===== src/rtl/car_sensor_emulator.sv =====
// Car-park sensor emulator: on an accepted entry/exit request it drives the
// outer/inner beam outputs through the matching 3-phase pattern, waits out a
// quiet gap and counts completed events per direction (saturating).
module car_sensor_emulator #(
  parameter int unsigned DWELL_CYCLES = 4,
  parameter int unsigned GAP_CYCLES   = 2,
  parameter int unsigned CNT_W        = 8
) (
  input  logic             clk,
  input  logic             reset,
  input  logic             req_valid,
  input  logic             req_dir,
  output logic             req_ready,
  input  logic             abort,
  output logic             sensor_a,
  output logic             sensor_b,
  output logic             busy,
  output logic             done,
  output logic             aborted,
  output logic [CNT_W-1:0] entry_count,
  output logic [CNT_W-1:0] exit_count
);

  // The dwell counter only ever reaches (limit - 1) of the longer of the two phases.
  localparam int unsigned MaxLim = (DWELL_CYCLES > GAP_CYCLES) ? DWELL_CYCLES : GAP_CYCLES;
  localparam int unsigned DwW    = (MaxLim > 1) ? $clog2(MaxLim) : 1;
  localparam logic [DwW-1:0] DwellLast = DwW'(DWELL_CYCLES - 1);
  localparam logic [DwW-1:0] GapLast   = DwW'((GAP_CYCLES == 0) ? 0 : GAP_CYCLES - 1);
  localparam logic [CNT_W-1:0] CntMax  = '1;

  typedef enum logic [2:0] {
    StIdle,
    StPh1,
    StPh2,
    StPh3,
    StGap
  } state_e;

  state_e           state_q, state_d;
  logic [DwW-1:0]   dwell_q, dwell_d;
  logic             dir_q, dir_d;
  logic             complete;
  logic             cancel;

  logic             sensor_a_q, sensor_a_d;
  logic             sensor_b_q, sensor_b_d;
  logic             req_ready_q, req_ready_d;
  logic             busy_q, busy_d;
  logic             done_q, done_d;
  logic             aborted_q, aborted_d;
  logic [CNT_W-1:0] entry_count_q, entry_count_d;
  logic [CNT_W-1:0] exit_count_q, exit_count_d;

  // State, dwell counter and latched direction.
  always_ff @(posedge clk or posedge reset) begin
    if (reset) begin
      state_q <= StIdle;
      dwell_q <= '0;
      dir_q   <= 1'b0;
    end else begin
      state_q <= state_d;
      dwell_q <= dwell_d;
      dir_q   <= dir_d;
    end
  end

  // Next-state: accept in idle, advance phases on dwell expiry, abort wins over advance.
  always_comb begin
    state_d  = state_q;
    dwell_d  = dwell_q + DwW'(1);
    dir_d    = dir_q;
    complete = 1'b0;
    cancel   = 1'b0;
    unique case (state_q)
      StIdle: begin
        dwell_d = '0;
        if (req_valid) begin
          state_d = StPh1;
          dir_d   = req_dir;
        end
      end
      StPh1: begin
        if (dwell_q == DwellLast) begin
          state_d = StPh2;
          dwell_d = '0;
        end
      end
      StPh2: begin
        if (dwell_q == DwellLast) begin
          state_d = StPh3;
          dwell_d = '0;
        end
      end
      StPh3: begin
        if (dwell_q == DwellLast) begin
          dwell_d = '0;
          if (GAP_CYCLES == 0) begin
            state_d  = StIdle;
            complete = 1'b1;
          end else begin
            state_d = StGap;
          end
        end
      end
      StGap: begin
        if (dwell_q == GapLast) begin
          state_d  = StIdle;
          dwell_d  = '0;
          complete = 1'b1;
        end
      end
      default: begin
        state_d = StIdle;
        dwell_d = '0;
      end
    endcase
    if (abort && (state_q != StIdle)) begin
      state_d  = StIdle;
      dwell_d  = '0;
      complete = 1'b0;
      cancel   = 1'b1;
    end
  end

  // Output next-values derived from the upcoming state so every output is a flop.
  always_comb begin
    sensor_a_d = 1'b0;
    sensor_b_d = 1'b0;
    case (state_d)
      StPh1: begin
        sensor_a_d = ~dir_d;
        sensor_b_d = dir_d;
      end
      StPh2: begin
        sensor_a_d = 1'b1;
        sensor_b_d = 1'b1;
      end
      StPh3: begin
        sensor_a_d = dir_d;
        sensor_b_d = ~dir_d;
      end
      default: begin
        sensor_a_d = 1'b0;
        sensor_b_d = 1'b0;
      end
    endcase
    req_ready_d   = (state_d == StIdle);
    busy_d        = (state_d != StIdle);
    done_d        = complete;
    aborted_d     = cancel;
    entry_count_d = entry_count_q;
    exit_count_d  = exit_count_q;
    if (complete && !dir_q && (entry_count_q != CntMax)) begin
      entry_count_d = entry_count_q + CNT_W'(1);
    end
    if (complete && dir_q && (exit_count_q != CntMax)) begin
      exit_count_d = exit_count_q + CNT_W'(1);
    end
  end

  // Registered outputs.
  always_ff @(posedge clk or posedge reset) begin
    if (reset) begin
      sensor_a_q    <= 1'b0;
      sensor_b_q    <= 1'b0;
      req_ready_q   <= 1'b1;
      busy_q        <= 1'b0;
      done_q        <= 1'b0;
      aborted_q     <= 1'b0;
      entry_count_q <= '0;
      exit_count_q  <= '0;
    end else begin
      sensor_a_q    <= sensor_a_d;
      sensor_b_q    <= sensor_b_d;
      req_ready_q   <= req_ready_d;
      busy_q        <= busy_d;
      done_q        <= done_d;
      aborted_q     <= aborted_d;
      entry_count_q <= entry_count_d;
      exit_count_q  <= exit_count_d;
    end
  end

  assign sensor_a    = sensor_a_q;
  assign sensor_b    = sensor_b_q;
  assign req_ready   = req_ready_q;
  assign busy        = busy_q;
  assign done        = done_q;
  assign aborted     = aborted_q;
  assign entry_count = entry_count_q;
  assign exit_count  = exit_count_q;

endmodule


===== config.mk =====
export PLATFORM = sky130hd
export DESIGN_NAME = car_sensor_emulator
export DESIGN_NICKNAME = d
export VERILOG_FILES = /design/src/rtl/car_sensor_emulator.sv
export SDC_FILE = /design/constraint.sdc
export NUM_CORES = 1
export LEC_CHECK = 0
export ABC_AREA = 0
export CAP_MARGIN = 20
export CORE_ASPECT_RATIO = 0.75
export CORE_MARGIN = 4
export CORE_UTILIZATION = 41
export DETAILED_ROUTE_END_ITERATION = 16
export HOLD_SLACK_MARGIN = 0.15
export PLACE_DENSITY = 0.68
export SYNTH_ARGS = -nofsm -noshare
export SYNTH_HDL_FRONTEND = slang
export SYNTH_SLANG_ARGS = --single-unit

===== constraint.sdc =====
create_clock -name clk -period 1.5 [get_ports clk]
set_input_delay 0.375 -clock clk [delete_from_list [all_inputs] [get_ports clk]]
set_output_delay 0.375 -clock clk [all_outputs]
set_load 0.01 [all_outputs]

### After elaboration in Yosys (flattened, before gate mapping)

Index checks and enable logic that the tools add are counted.

| operators by class | value |
|---|---|
| $add $sub $neg | 3 |
| equality and inequality tests | 11 |
| muxes and demuxes | 19 |
| bitwise gates (word level) | 1 |
| reductions and logical operators | 11 |

Operators with widths:

| cell | count |
|---|---|
| $mux W3 | 6 |
| $add A8 B1 Y8 const B | 2 |
| $ne A8 B8 Y1 const B | 2 |
| $pmux W3 S5 | 1 |
| $eq A3 B2 Y1 const B | 4 |
| $eq A3 B1 Y1 const B | 2 |
| $logic_not A3 Y1 | 2 |
| $mux W1 | 6 |
| $mux W2 | 3 |
| $pmux W1 S3 | 2 |
| $reduce_bool A3 Y1 | 2 |
| $logic_and A1 B1 Y1 | 5 |
| $pmux W2 S2 | 1 |
| $eq A3 B3 Y1 const B | 1 |
| $reduce_or A3 Y1 | 1 |
| $add A2 B1 Y2 const B | 1 |
| $eq A2 B1 Y1 const B | 1 |
| $eq A2 B2 Y1 const B | 1 |
| $logic_not A1 Y1 | 1 |
| $not A1 Y1 | 1 |

| storage, ports and cells | value |
|---|---|
| register bits | 28 |
| bits of input ports | 5 |
| output and inout bits | 22 |
| logic and storage cells | 56 |

### Logic depth before layout (Yosys ltp)

| logic depth | value |
|---|---|
| depth after elaboration | 6 |
| gate-level depth with buffers | 6 |
| gate-level depth less buffers | 6 |

### Worst setup path after synthesis

OpenSTA, ideal clock, no wires.

| timing | value |
|---|---|
| kind | flip-flop to flip-flop |
| start | reg state_q[1] |
| end | reg entry_count_q[5] (netlist: entry_count[5]) |
| setup time | 0.125 ns |
| data arrival time | 1.497 ns |
| data required time | 1.375 ns |
| slack | -0.122 ns |
| stages on the path, launching flop included | 6 |
| period minus slack after synthesis | 1.622 ns |
| path through | dfrtp_1 > buf_6 > or2_4 > nor4_4 > nand3_2 > mux2_4 |

| between the ends | value |
|---|---|
| word-level cells in the longest chain between the ends | 5 |
| elaborated cells on any way between the ends | 7 |
| classes of those cells | 1 x eq/ne; 2 x mux; 4 x reduce/logical |

Ends and longest elaborated chain:

| what | RTL line | source |
|---|---|---|
| from (decl) | 39 | `state_e state_q, state_d;` |
| from (signal assigned) | 57 | `state_q <= StIdle;` |
| from (signal assigned) | 61 | `state_q <= state_d;` |
| $eq A3 B3 Y1 / $reduce_bool A3 Y1 (equally long branches) | 74, 117 |  |
| $mux W1 / $logic_and A1 B1 Y1 (equally long branches) | 74, 117 |  |
| $mux W1 * | 117 | `if (abort && (state_q != StIdle)) begin` |
| $logic_and A1 B1 Y1 * (2 in series) | 153 | `if (complete && !dir_q && (entry_count_q != CntMax)) begin` |
| to (signal assigned) | 179 | `entry_count_q <= entry_count_d;` |
| to (decl) | 51 | `logic [CNT_W-1:0] entry_count_q, entry_count_d;` |

Every way passes the cells marked *; elsewhere a longest branch is shown, timed or not.
A chain may end at the register's enable or synchronous reset.

### Worst setup path after layout

| timing | value |
|---|---|
| start | reg dwell_q[1] |
| end | reg busy_q (netlist: busy) |

| between the ends | value |
|---|---|
| word-level cells in the longest chain between the ends | 5 |
| elaborated cells on any way between the ends | 9 |
| classes of those cells | 2 x eq/ne; 6 x mux; 1 x reduce/logical |

Ends and longest elaborated chain:

| what | RTL line | source |
|---|---|---|
| from (decl) | 40 | `logic [DwW-1:0] dwell_q, dwell_d;` |
| from (signal assigned) | 62 | `dwell_q <= dwell_d;` |
| $eq A2 B1 Y1 / $eq A2 B2 Y1 (equally long branches) | n/a |  |
| $mux W3 (on tied branches) | n/a |  |
| $pmux W3 S5 * | 74 | `unique case (state_q)` |
| $mux W3 * | 117 |  |
| named net state_d[1] | 39 |  |
| $reduce_bool A3 Y1 * | 148 | `busy_d = (state_d != StIdle);` |
| named net busy_d | 48 | `logic busy_q, busy_d;` |
| to (signal assigned) | 176 | `busy_q <= busy_d;` |
| to (decl) | 48 |  |

Mark *: on every way through the listed nets, which the timed path passes. The rest lies on a longest branch.

==> impl_metrics.ini <==
[floorplan]
core_um2 = 3360
die-area_um2 = 4600
ioPinCount = 27
die_height_um = 59.8
rows = 18
fp.dieW_um = 77.0
start_util_pct = 43.6

[critical_path]
r2r_cells = 7
cp_slowest_cell = dfrtp_2
worstSetupPathType = register to register
critPathMaxFanout = 5
path_cells = buf_6, ha_4, nand2_4, xor2_1, or3_4, inv_2, or3_1
critical-path-top-delay-family = simple AND/OR/NAND/NOR gates
cp.required_ps = 1650
r2r_slack_ps = -130
endpoint_kind = register
cp_data_arrival_time_ps = 1780
worstReg2RegStart = dwell_q[1]
worst-path-buf-inv = 2
crit_start = dwell_q[1]
start_kind = register
slowest_delay_ps = 440
r2r_end = busy

[power_and_ir_drop]
p_leak_nw = 1.23
power_density_nw_per_um2 = 666
worst_ir_drop_vdd_mv = 0.418

[detailed_routing]
routed_wl_mm = 3.74
vias = 1294
dr.pass1.iters = 4
wl_per_cell_um = 15.1
ant_nets = 0
viasPerCell = 5.22
first_iter_violations = 55
drcViolationCount = 0

[timing]
rsz0062_at_grt = yes
slew_violations = 0
setup_violations = 15
finalHoldViolations = 0
timing.slew.headroom_pct = 78.2
tightest_slew_ps = 324
setup_slack_ps = -134
max_freq_mhz = 612
period_needed_ps = 1630
holdWs_ps = 434
post-route-period-util_pct = 109
fin_worst_skew_ps = 10.1
fin_setup_tns_ps = -1020

[grt]
antenna_found_initial = 0
grt-ovfl-total = 0
grt.total_usage_pct = 16.4
grt_pass1_vias = 1300
grt_max_degree = 29
grt_pass1_wl_mm = 6.13

[clock_tree]
cts.sinks = 28
cts.clk_slew.worst_paths_ps = 90
htree_levels = 1
tritoncts = built
clock_latency_ps = 270
cts_buffers = 3
clock_tree.root_cell = clkbuf_8
clk_path_buf_depth = 2
ctsHoldBuffers = 0

[place]
gp_congestion = 0.787
dpl.hpwl_mm = 2.46
io_buffers = 26

[logic_synthesis]
synth_top_area_share_pct = 46.2
synthesis.nets = 144
synthFlopType = dfrtp_1
ys_ff_latch = 28
synth-edff-count = 0
ys_seq_area_share_pct = 47.9
yosysTopAreaCell = dfrtp_1
synthArstFlopShare_pct = 100
netlist_instances = 134
syn-cell-area_um2 = 1460
ys_top_cells_by_area = dfrtp_1, ha_1, mux2_2
synth_cell_types = 42
synth_warnings = 0
post_synth.cell_area_avg_um2 = 10.9

[outcome]
status = finished with violations
violations = setup timing

[cells_and_area]
multi_input_area_um2 = 903
nets = 219
n_antenna_cell = 0
fill_cells = 231
layout-drive-gt1-share_pct = 46.6
area_growth_pct = 62.0
seqCellArea_um2 = 704

[flow_run]
cap_violations = 0

[worst_hold_path]
hp-class = input port to async pin
==> Yosys cell counts (2+ instances only) <==
library cell and n:
o21ai_0 3, nor2_1 6, nor3_1 6, nand4_1 3
dfrtp_1 27, a21oi_1 4, or3_1 2, nand2_1 9
xnor2_1 2, inv_1 8, nor4_4 2, mux2i_1 2
a31oi_1 3, buf_2 2, o21a_1 2, nand3_1 8
nand2b_1 2, mux2_4 2, mux2_2 4, xor2_1 5
and4_1 2, ha_1 5, o22ai_1 2, nand3b_1 2
and3_1 3, nor2b_1 2
==> final cells by class <==
cell class	instances	share of cell area, %
Tap cell	40	2.11
Inverter	8	1.27
Timing Repair Buffer	74	26.9
Clock buffer	4	1.90
Multi-Input combinational cell	94	38.1
Sequential cell	28	29.7
==> worst max-delay path by stage <==
| stage | end | slack [ps] | depth (start not counted) |
|---|---|---|---|
| finish | busy | -130 | 7 |
| global route | exit_count[7] | -200 | 7 |
| CTS | entry_count[1] | -110 | 6 |
| detailed placement | entry_count[5] | -410 | 5 |
| global placement | entry_count[5] | -370 | 5 |
| floorplan | sensor_b | -30 | 5 |
==> power breakdown <==
part           switching (W)  internal [W]
combinational       0.000176      0.000170
clock               0.000215      0.000190
sequential         0.0000320      0.000796
==> cells by family (layout without fill, tap and decap cells) <==
group / Yosys count / after routing / synth area share, %
AND/OR/NAND/NOR: 55 / 55 / 24.7
multiplexers: 8 / 8 / 6.50
adder cells (fa/ha/maj): 5 / 5 / 4.27
AO/OA/AOI/OAI: 19 / 19 / 8.38
buffers and inverters: 12 / 86 / 4.02
flip-flops: 28 / 28 / 47.9
XOR/XNOR: 7 / 7 / 4.19
==> stage by stage <==
stage | setup slack (ps) | total power [W] | util (%) | std cells | area, um^2
floorplan | -25.2 | 0.000990 | - | 134 | 1510
global placement | -368 | 0.00113 | 59.6 | 223 | 2000
detailed placement | -413 | 0.00114 | 59.6 | 223 | 2000
CTS | -112 | 0.00157 | 67.0 | 243 | 2250
global route | -200 | 0.00165 | 70.7 | 248 | 2370
finish | -134 | 0.00158 | 70.7 | 248 | 2370
==> metal layers <==
metal | share of wire [%] | GRT usage (%) | up-vias
li1 | - | - | 628
met1 | 46 | 20.6 | 639
met2 | 51 | 30.6 | 23
met3 | 2.5 | 3.16 | 4
met4 | 0.69 | 2.28 | 0
met5 | 0 | 0 | -
==> cells in the final DEF, fill, tap and decap left out, drive strengths merged, types with 4 or more instances in the layout <==
cell type and n:
ha 5, dfrtp 27, xor2 5, inv 8
buf 48, clkbuf 4, nand2 9, nor3 6
nand3 9, mux2 6, nor2 6, a21oi 4
dlygate4sd2 20
==> sequential cells by signal, indices dropped and copies added, names as in the netlist <==
| register | flops |
|---|---|
| entry_count | 8 |
| sensor_a | 1 |
| dwell_q | 2 |
| state_q | 3 |
| exit_count | 8 |
| aborted | 1 |
| dir_q | 1 |
| sensor_b | 1 |
| done | 1 |
| busy | 1 |
| req_ready | 1 |
==> repair_timing <==
item | 4_1_cts | 5_1_grt
endpoints found under the setup margin | 38 | 26
resized for setup | 43 | 24
cloned | 0 | 0
endpoints found under the hold margin | 0 | 0
buffers inserted | 16 | 5
pin swaps | 12 | 13
==> worst register-to-register path: cells and delay by family (launching register included) <==
kind | cells | cell delay, ps
AND/OR/NAND/NOR | 3 | 600
flip-flops | 1 | 440
adder cells (fa/ha/maj) | 1 | 170
XOR/XNOR | 1 | 160
buffers and inverters | 2 | 150
(Power assumes the default switching activity.)
